<file path="src/rtl/stall_pipe_pkg.sv">
// ============================================================================
// Module : stall_pipe_pkg
// Brief  : Shared defaults, stage record type and width helper for stall_pipe_arb.
// Rev    : 1.0  initial release
// ============================================================================
`default_nettype none

package stall_pipe_pkg;

    localparam int c_DEF_DATA_W    = 32;
    localparam int c_DEF_STAGES    = 2;
    localparam int c_DEF_BUF_DEPTH = 4;
    localparam int c_DEF_RESP_LAT  = 1;

    // Stage record at the default data width.
    typedef struct packed {
        logic                    valid;
        logic [c_DEF_DATA_W-1:0] data;
    } stage_rec_t;

    // Bits needed to hold a count of 0..depth inclusive.
    function automatic int occ_w(input int depth);
        return $clog2(depth + 1);
    endfunction

endpackage

`default_nettype wire

</file>
<file path="src/rtl/stall_pipe_fifo.sv">
// ============================================================================
// Module : stall_pipe_fifo
// Brief  : BUF_DEPTH x DATA_W FIFO with push/pop/flush, count and full/empty.
// Rev    : 1.0  initial release
// ============================================================================
`default_nettype none

module stall_pipe_fifo
    import stall_pipe_pkg::*;
#(
    parameter int DATA_W    = c_DEF_DATA_W,
    parameter int BUF_DEPTH = c_DEF_BUF_DEPTH
) (
    input  logic                         clk,
    input  logic                         rst,
    input  logic                         i_flush,
    input  logic                         i_push,
    input  logic [DATA_W-1:0]            i_data,
    input  logic                         i_pop,
    output logic [DATA_W-1:0]            o_head,
    output logic [occ_w(BUF_DEPTH)-1:0]  o_count,
    output logic                         o_full,
    output logic                         o_empty
);

    localparam int                 c_PTR_W = $clog2(BUF_DEPTH);
    localparam int                 c_CNT_W = occ_w(BUF_DEPTH);
    localparam logic [c_PTR_W-1:0] c_LAST  = c_PTR_W'(BUF_DEPTH - 1);
    localparam logic [c_CNT_W-1:0] c_FULL  = c_CNT_W'(BUF_DEPTH);

    logic [DATA_W-1:0]  r_mem [BUF_DEPTH];
    logic [c_PTR_W-1:0] r_wr_ptr;
    logic [c_PTR_W-1:0] r_rd_ptr;
    logic [c_CNT_W-1:0] r_count;

    // Explicit wrap so non-power-of-two depths work.
    function automatic logic [c_PTR_W-1:0] next_ptr(input logic [c_PTR_W-1:0] p);
        return (p == c_LAST) ? '0 : p + 1'b1;
    endfunction

    always_ff @(posedge clk) begin
        if (rst || i_flush) begin
            r_wr_ptr <= '0;
            r_rd_ptr <= '0;
            r_count  <= '0;
        end else begin
            if (i_push) r_wr_ptr <= next_ptr(r_wr_ptr);
            if (i_pop)  r_rd_ptr <= next_ptr(r_rd_ptr);
            case ({i_push, i_pop})
                2'b10:   r_count <= r_count + 1'b1;
                2'b01:   r_count <= r_count - 1'b1;
                default: r_count <= r_count;
            endcase
        end
    end

    always_ff @(posedge clk) begin
        if (i_push) r_mem[r_wr_ptr] <= i_data;
    end

    assign o_empty = (r_count == '0);
    assign o_full  = (r_count == c_FULL);
    assign o_count = r_count;
    assign o_head  = o_empty ? '0 : r_mem[r_rd_ptr];

endmodule

`default_nettype wire

</file>
<file path="src/rtl/stall_pipe_arb.sv">
// ============================================================================
// Module : stall_pipe_arb
// Brief  : Globally stalled pipeline + output FIFO feeding a req/grant resource.
//          Define STALL_PIPE_STATS_EN to add the stall_cycles counter output.
// Rev    : 1.0  initial release
// ============================================================================
`default_nettype none

module stall_pipe_arb
    import stall_pipe_pkg::*;
#(
    parameter int DATA_W    = c_DEF_DATA_W,
    parameter int STAGES    = c_DEF_STAGES,
    parameter int BUF_DEPTH = c_DEF_BUF_DEPTH,
    parameter int RESP_LAT  = c_DEF_RESP_LAT
) (
    input  logic                         clk,
    input  logic                         reset,
    input  logic [DATA_W-1:0]            inputs,
    input  logic                         in_valid,
    output logic                         in_ready,
    input  logic                         flush,
    input  logic                         arbiter_grant,
    input  logic [DATA_W-1:0]            resource_output,
    output logic                         arbiter_req,
    output logic [DATA_W-1:0]            resource_input,
    output logic [DATA_W-1:0]            outputs,
    output logic                         out_valid,
    output logic                         stall_signal,
`ifdef STALL_PIPE_STATS_EN
    output logic [31:0]                  stall_cycles,
    output logic [occ_w(BUF_DEPTH)-1:0]  occupancy
`else
    output logic [occ_w(BUF_DEPTH)-1:0]  occupancy
`endif
);

    typedef struct packed {
        logic              valid;
        logic [DATA_W-1:0] data;
    } stage_t;

    stage_t r_stage [STAGES];
    logic   w_full;
    logic   w_empty;
    logic   w_pop;
    logic   w_push;
    logic   w_resp_in;

    // A pop in the same cycle frees the slot, so a full buffer need not stall.
    assign w_pop        = arbiter_req & arbiter_grant;
    assign stall_signal = w_full & ~w_pop;
    assign in_ready     = ~stall_signal;
    assign w_push       = r_stage[STAGES-1].valid & ~stall_signal;
    assign arbiter_req  = ~w_empty;

    always_ff @(posedge clk) begin
        if (reset || flush) begin
            for (int k = 0; k < STAGES; k++) r_stage[k].valid <= 1'b0;
        end else if (!stall_signal) begin
            r_stage[0] <= {in_valid, inputs};
            for (int k = 1; k < STAGES; k++) r_stage[k] <= r_stage[k-1];
        end
    end

    stall_pipe_fifo #(
        .DATA_W    (DATA_W),
        .BUF_DEPTH (BUF_DEPTH)
    ) u_fifo (
        .clk     (clk),
        .rst     (reset),
        .i_flush (flush),
        .i_push  (w_push),
        .i_data  (r_stage[STAGES-1].data),
        .i_pop   (w_pop),
        .o_head  (resource_input),
        .o_count (occupancy),
        .o_full  (w_full),
        .o_empty (w_empty)
    );

    // A grant landing in a flush or reset cycle must never produce a result.
    assign w_resp_in = w_pop & ~flush & ~reset;

    generate
        if (RESP_LAT == 0) begin : g_resp_comb
            assign out_valid = w_resp_in;
        end else begin : g_resp_dly
            logic [RESP_LAT-1:0] r_resp;
            always_ff @(posedge clk) begin
                if (reset || flush) begin
                    r_resp <= '0;
                end else begin
                    r_resp[0] <= w_resp_in;
                    for (int i = 1; i < RESP_LAT; i++) r_resp[i] <= r_resp[i-1];
                end
            end
            assign out_valid = r_resp[RESP_LAT-1];
        end
    endgenerate

    assign outputs = out_valid ? resource_output : '0;

`ifdef STALL_PIPE_STATS_EN
    logic [31:0] r_stall_cycles;
    always_ff @(posedge clk) begin
        if (reset || flush) begin
            r_stall_cycles <= '0;
        end else if (stall_signal && (r_stall_cycles != 32'hFFFF_FFFF)) begin
            r_stall_cycles <= r_stall_cycles + 32'd1;
        end
    end
    assign stall_cycles = r_stall_cycles;
`endif

endmodule

`default_nettype wire

</file>
<file path="config.mk">
export PLATFORM = sky130hd
export DESIGN_NAME = stall_pipe_arb
export DESIGN_NICKNAME = d
export VERILOG_FILES = /design/src/rtl/stall_pipe_pkg.sv /design/src/rtl/stall_pipe_fifo.sv /design/src/rtl/stall_pipe_arb.sv
export SDC_FILE = /design/constraint.sdc
export NUM_CORES = 1
export LEC_CHECK = 0
export BUFFER_PORTS_ARGS = -buffer_cell sky130_fd_sc_hd__buf_2
export CORE_MARGIN = 3
export CORE_UTILIZATION = 55
export CTS_BUF_LIST = sky130_fd_sc_hd__clkbuf_16
export CTS_CLUSTER_SIZE = 25
export DETAILED_ROUTE_END_ITERATION = 8
export MAX_ROUTING_LAYER = met4
export PLACE_DENSITY = 0.83
export SYNTH_ARGS = -nofsm -noshare
export SYNTH_HDL_FRONTEND = slang
export SYNTH_SLANG_ARGS = --single-unit
</file>
<file path="constraint.sdc">
create_clock -name clk -period 12.65 [get_ports clk]
set_input_delay 1.265 -clock clk [delete_from_list [all_inputs] [get_ports clk]]
set_output_delay 1.265 -clock clk [all_outputs]
set_load 0.005 [all_outputs]
</file>
==> impl_metrics.py <==
metrics = {
    "cells_and_area": {
        "syn_to_final_growth_pct": 17.4,
        "drive_gt1_share_pct": 35.8,
        "stdcell_area_sq_mm": 0.00942,
        "layout.nets": 654,
        "stdcell_count": 770,
        "fillers": 940,
    },
    "synth": {
        "yosysWarnings": 0,
        "avgSynthCellArea_sq_um": 18.1,
        "ys_seq_elements": 204,
        "synth-seq-area-share_pct": 75.1,
        "synth_edf_count": 194,
        "syn_nets": 520,
        "netlist.area_leader.share_pct": 72.6,
        "synth_top_flop_cell": "edfxtp_1",
        "yosysTopAreaCell": "edfxtp_1",
        "synth_area_sq_mm": 0.00802,
        "synth_cell_types": 29,
        "synth_area_leaders": "edfxtp_1 73%, mux4_2 9.0%, and3_1 5.5%, and2_1 2.5%, dfxtp_1 2.5%",
        "async_flop_share_pct": 0,
        "synthCells": 444,
    },
    "place": {
        "place_inst": 737,
        "portBuffers": 139,
        "place.gp.congestion": 0.766,
        "hpwl_um": 8810,
        "dpl_cell_area_sq_mm": 0.00886,
    },
    "global_route": {
        "antenna_found_initial": 1,
        "grt.met2_usage_pct": 33.1,
        "grt_pass1_wl_um": 23300,
        "busiest_layer": "met2",
        "use_met1_pct": 23.1,
        "grt_pass1_vias": 4476,
        "grt_max_degree": 76,
        "grt.total_usage_pct": 19.1,
        "grt_overflow": 0,
        "gr-usage-met3_pct": 2.69,
    },
    "setup_path": {
        "cp_slowest_stage_delay_ns": 0.78,
        "crit_path_start": "arbiter_grant",
        "slowest_stage": "or4b_4",
        "worstPathCellList": "buf_2 > or4b_4 > inv_1 > buf_2",
        "reg2reg_slack_ns": 9.70,
        "cp.arrival_ns": 2.56,
        "critPathKind": "in2out",
        "worstSetupEndpointType": "output pin",
        "timing.rr.end": "u_fifo.o_count[2]$_SDFFE_PP0P_",
        "cp-start-kind": "input port",
        "r2r_start": "u_fifo.o_count[2]$_SDFFE_PP0P_",
        "r2r_cells": 9,
        "required_ns": 11.39,
        "crit_buf_inv": 3,
        "cpLargestDelayFamily": "simple AND/OR/NAND/NOR gates",
        "crit_fanout": 75,
        "cp_common_cell": "buf_2",
    },
    "detailed_routing": {
        "wl_um": 14700,
        "drt_iter0_drc": 300,
        "routedWlPerCell_um": 19.1,
        "num_vias": 4239,
        "first_pass_iters": 5,
        "drc": 0,
        "routed_via_density": 5.51,
        "ant_nets": 0,
    },
    "sta": {
        "skew_ns": 0.00497,
        "min_period_ns": 3.82,
        "tightest_slew_ns": 1.30,
        "slew_violations": 0,
        "final_hold_viol_count": 0,
        "setup_viol": 0,
        "slew_headroom_pct": 13.0,
        "finalCritPeriodShare_pct": 30.2,
        "fmaxAchievable_mhz": 262,
        "rsz0062_at_grt": "false",
        "tns_ns": 0,
    },
    "clock_tree": {
        "clk-insertion-delay-late_ns": 0.46,
        "cts_buffer_depth": 3,
        "root_buffer": "clkbuf_16",
        "htree_num_levels": 1,
        "cts_tree": "done",
        "ctsHoldBuffers": 0,
        "cts.sinks": 204,
        "post_cts_buffers": 0,
        "cts_buffers": 19,
        "path_clk_slew_ns": 0.06,
        "postCtsResizedCells": 0,
    },
    "floorplanning": {
        "core_sq_mm": 0.0141,
        "initial_core_util_pct": 56.9,
        "placementRows": 43,
        "die_height_um": 127,
        "die_w_um": 127,
        "ios": 140,
        "dieArea_sq_mm": 0.0161,
    },
    "power_and_ir_drop": {
        "combinationalPowerShare_pct": 2.4,
        "share_seq_of_total_power_pct": 58.2,
        "ir_drop_uv": 97.0,
        "p_sw_mw": 0.239,
        "total_power_mw": 1.29,
        "power.density_mw_per_mm2": 137,
        "p_int_mw": 1.05,
        "p_clk_share_pct": 39.5,
        "total_leakage_power_nw": 3.67,
        "swShare_pct": 18.5,
    },
    "min_path": {
        "holdPathEnd": "u_fifo.r_mem[0][17]$_DFFE_PP_",
        "hold_path_startpoint": "r_stage[0][50]$_DFFE_PN_",
        "worstHoldPathType": "reg2reg",
        "hold_depth": 0,
    },
    "outcome": {
        "outcome": "finished clean",
    },
    "flow_run": {
        "cap_violations": 0,
    },
}
per-stage QoR:
| step | utilization (%) | hold WS (ns) | worst slack, ns |
|---|---|---|---|
| final | 66.8 | 0.492 | 8.83 |
| after global routing | 66.8 | 0.510 | 8.77 |
| after CTS | 66.8 | 0.493 | 8.81 |
| after detailed placement | 62.9 | 0.481 | 8.79 |
| after global placement | 62.9 | 0.466 | 8.85 |
| after floorplan | - | 0.459 | 7.73 |
cells in the mapped netlist, drive strengths merged (2+ instances only):
cell type  instances
nor2               7
nand4              2
mux4              32
o31ai              3
a21oi              3
dfxtp             10
buf                8
ha                 6
nor2b             32
and2              33
and3              70
nand2              3
xor2               2
clkbuf            21
edfxtp           194
o21ai              2
inv                9
or3                2
layer usage:
metal / vias up / share of wire, %
li1: 1967 / -
met5: - / 0
met4: 0 / 3.1
met1: 2058 / 38
met3: 37 / 6.3
met2: 177 / 52
layout make-up:
cell class	instances	area [sq um]	share of cell area, %
multi-input cells	202	1860	19.7
well taps	180	225	2.39
clock buffers	19	475	5.05
inverters	9	33.8	0.359
clock inverters	13	81.3	0.863
repair buffers	142	718	7.62
diodes	1	2.50	0.0266
flip-flops and latches	204	6030	64.0
logic make-up after synthesis:
group	count (synthesis)	synth area share [%]
flops	204	75.1
compound gates	8	0.717
fa+ha+maj	7	1.19
simple gates	153	11.7
buf+inv	38	2.09
xor+xnor	2	0.218
mux	32	8.98
state kept, by name, indices dropped and copies added (netlist names), named ones only:
| register | cells |
|---|---|
| u_fifo.r_mem | 128 |
| r_stage | 66 |
| u_fifo.o_count | 3 |
| u_fifo.r_rd_ptr | 2 |
| u_fifo.r_wr_ptr | 2 |
| out_valid | 1 |
placed cells by master, fill, tap and decap left out:
master        n
edfxtp_1    194
bufinv_16     1
or3_1         2
clkinvlp_4    1
nor2_1        5
nand3_1       1
clkinv_2      2
o31ai_2       2
ha_1          6
clkinv_1      4
mux4_2       32
dfxtp_1       8
o31ai_1       1
xor2_1        2
inv_1        14
and2_1       32
nor2_4        2
diode_2       1
and3_2        4
clkbuf_16    19
nand4_1       2
or4b_4        1
buf_2       139
fa_1          1
and3_1       66
o21ai_0       2
nor2b_1      32
a21oi_1       3
buf_4         3
nor3_2        1
and2_4        1
or2_2         1
nand2_1       3
dfxtp_2       2
how the worst max path moves through the flow:
stage	to	slack (ns)	cells past startpoint
floorplan	r_stage[0][0]$_DFFE_PN_	7.73	5
global placement	stall_signal	8.85	4
detailed placement	u_fifo.o_count[2]$_SDFFE_PP0P_	8.79	10
CTS	stall_signal	8.81	4
global route	stall_signal	8.77	4
finish	stall_signal	8.83	4
power by group through the flow:
stage	registers [mW]	clock network [mW]	logic [mW]
2_1_floorplan	0.765	0	0.0150
3_3_place_gp	0.765	0	0.0296
3_5_place_dp	0.767	0	0.0308
4_1_cts	0.752	0.520	0.0309
5_1_grt	0.753	0.545	0.0337
6_report	0.752	0.511	0.0304
Note: power is estimated with default switching activity, not from simulation.
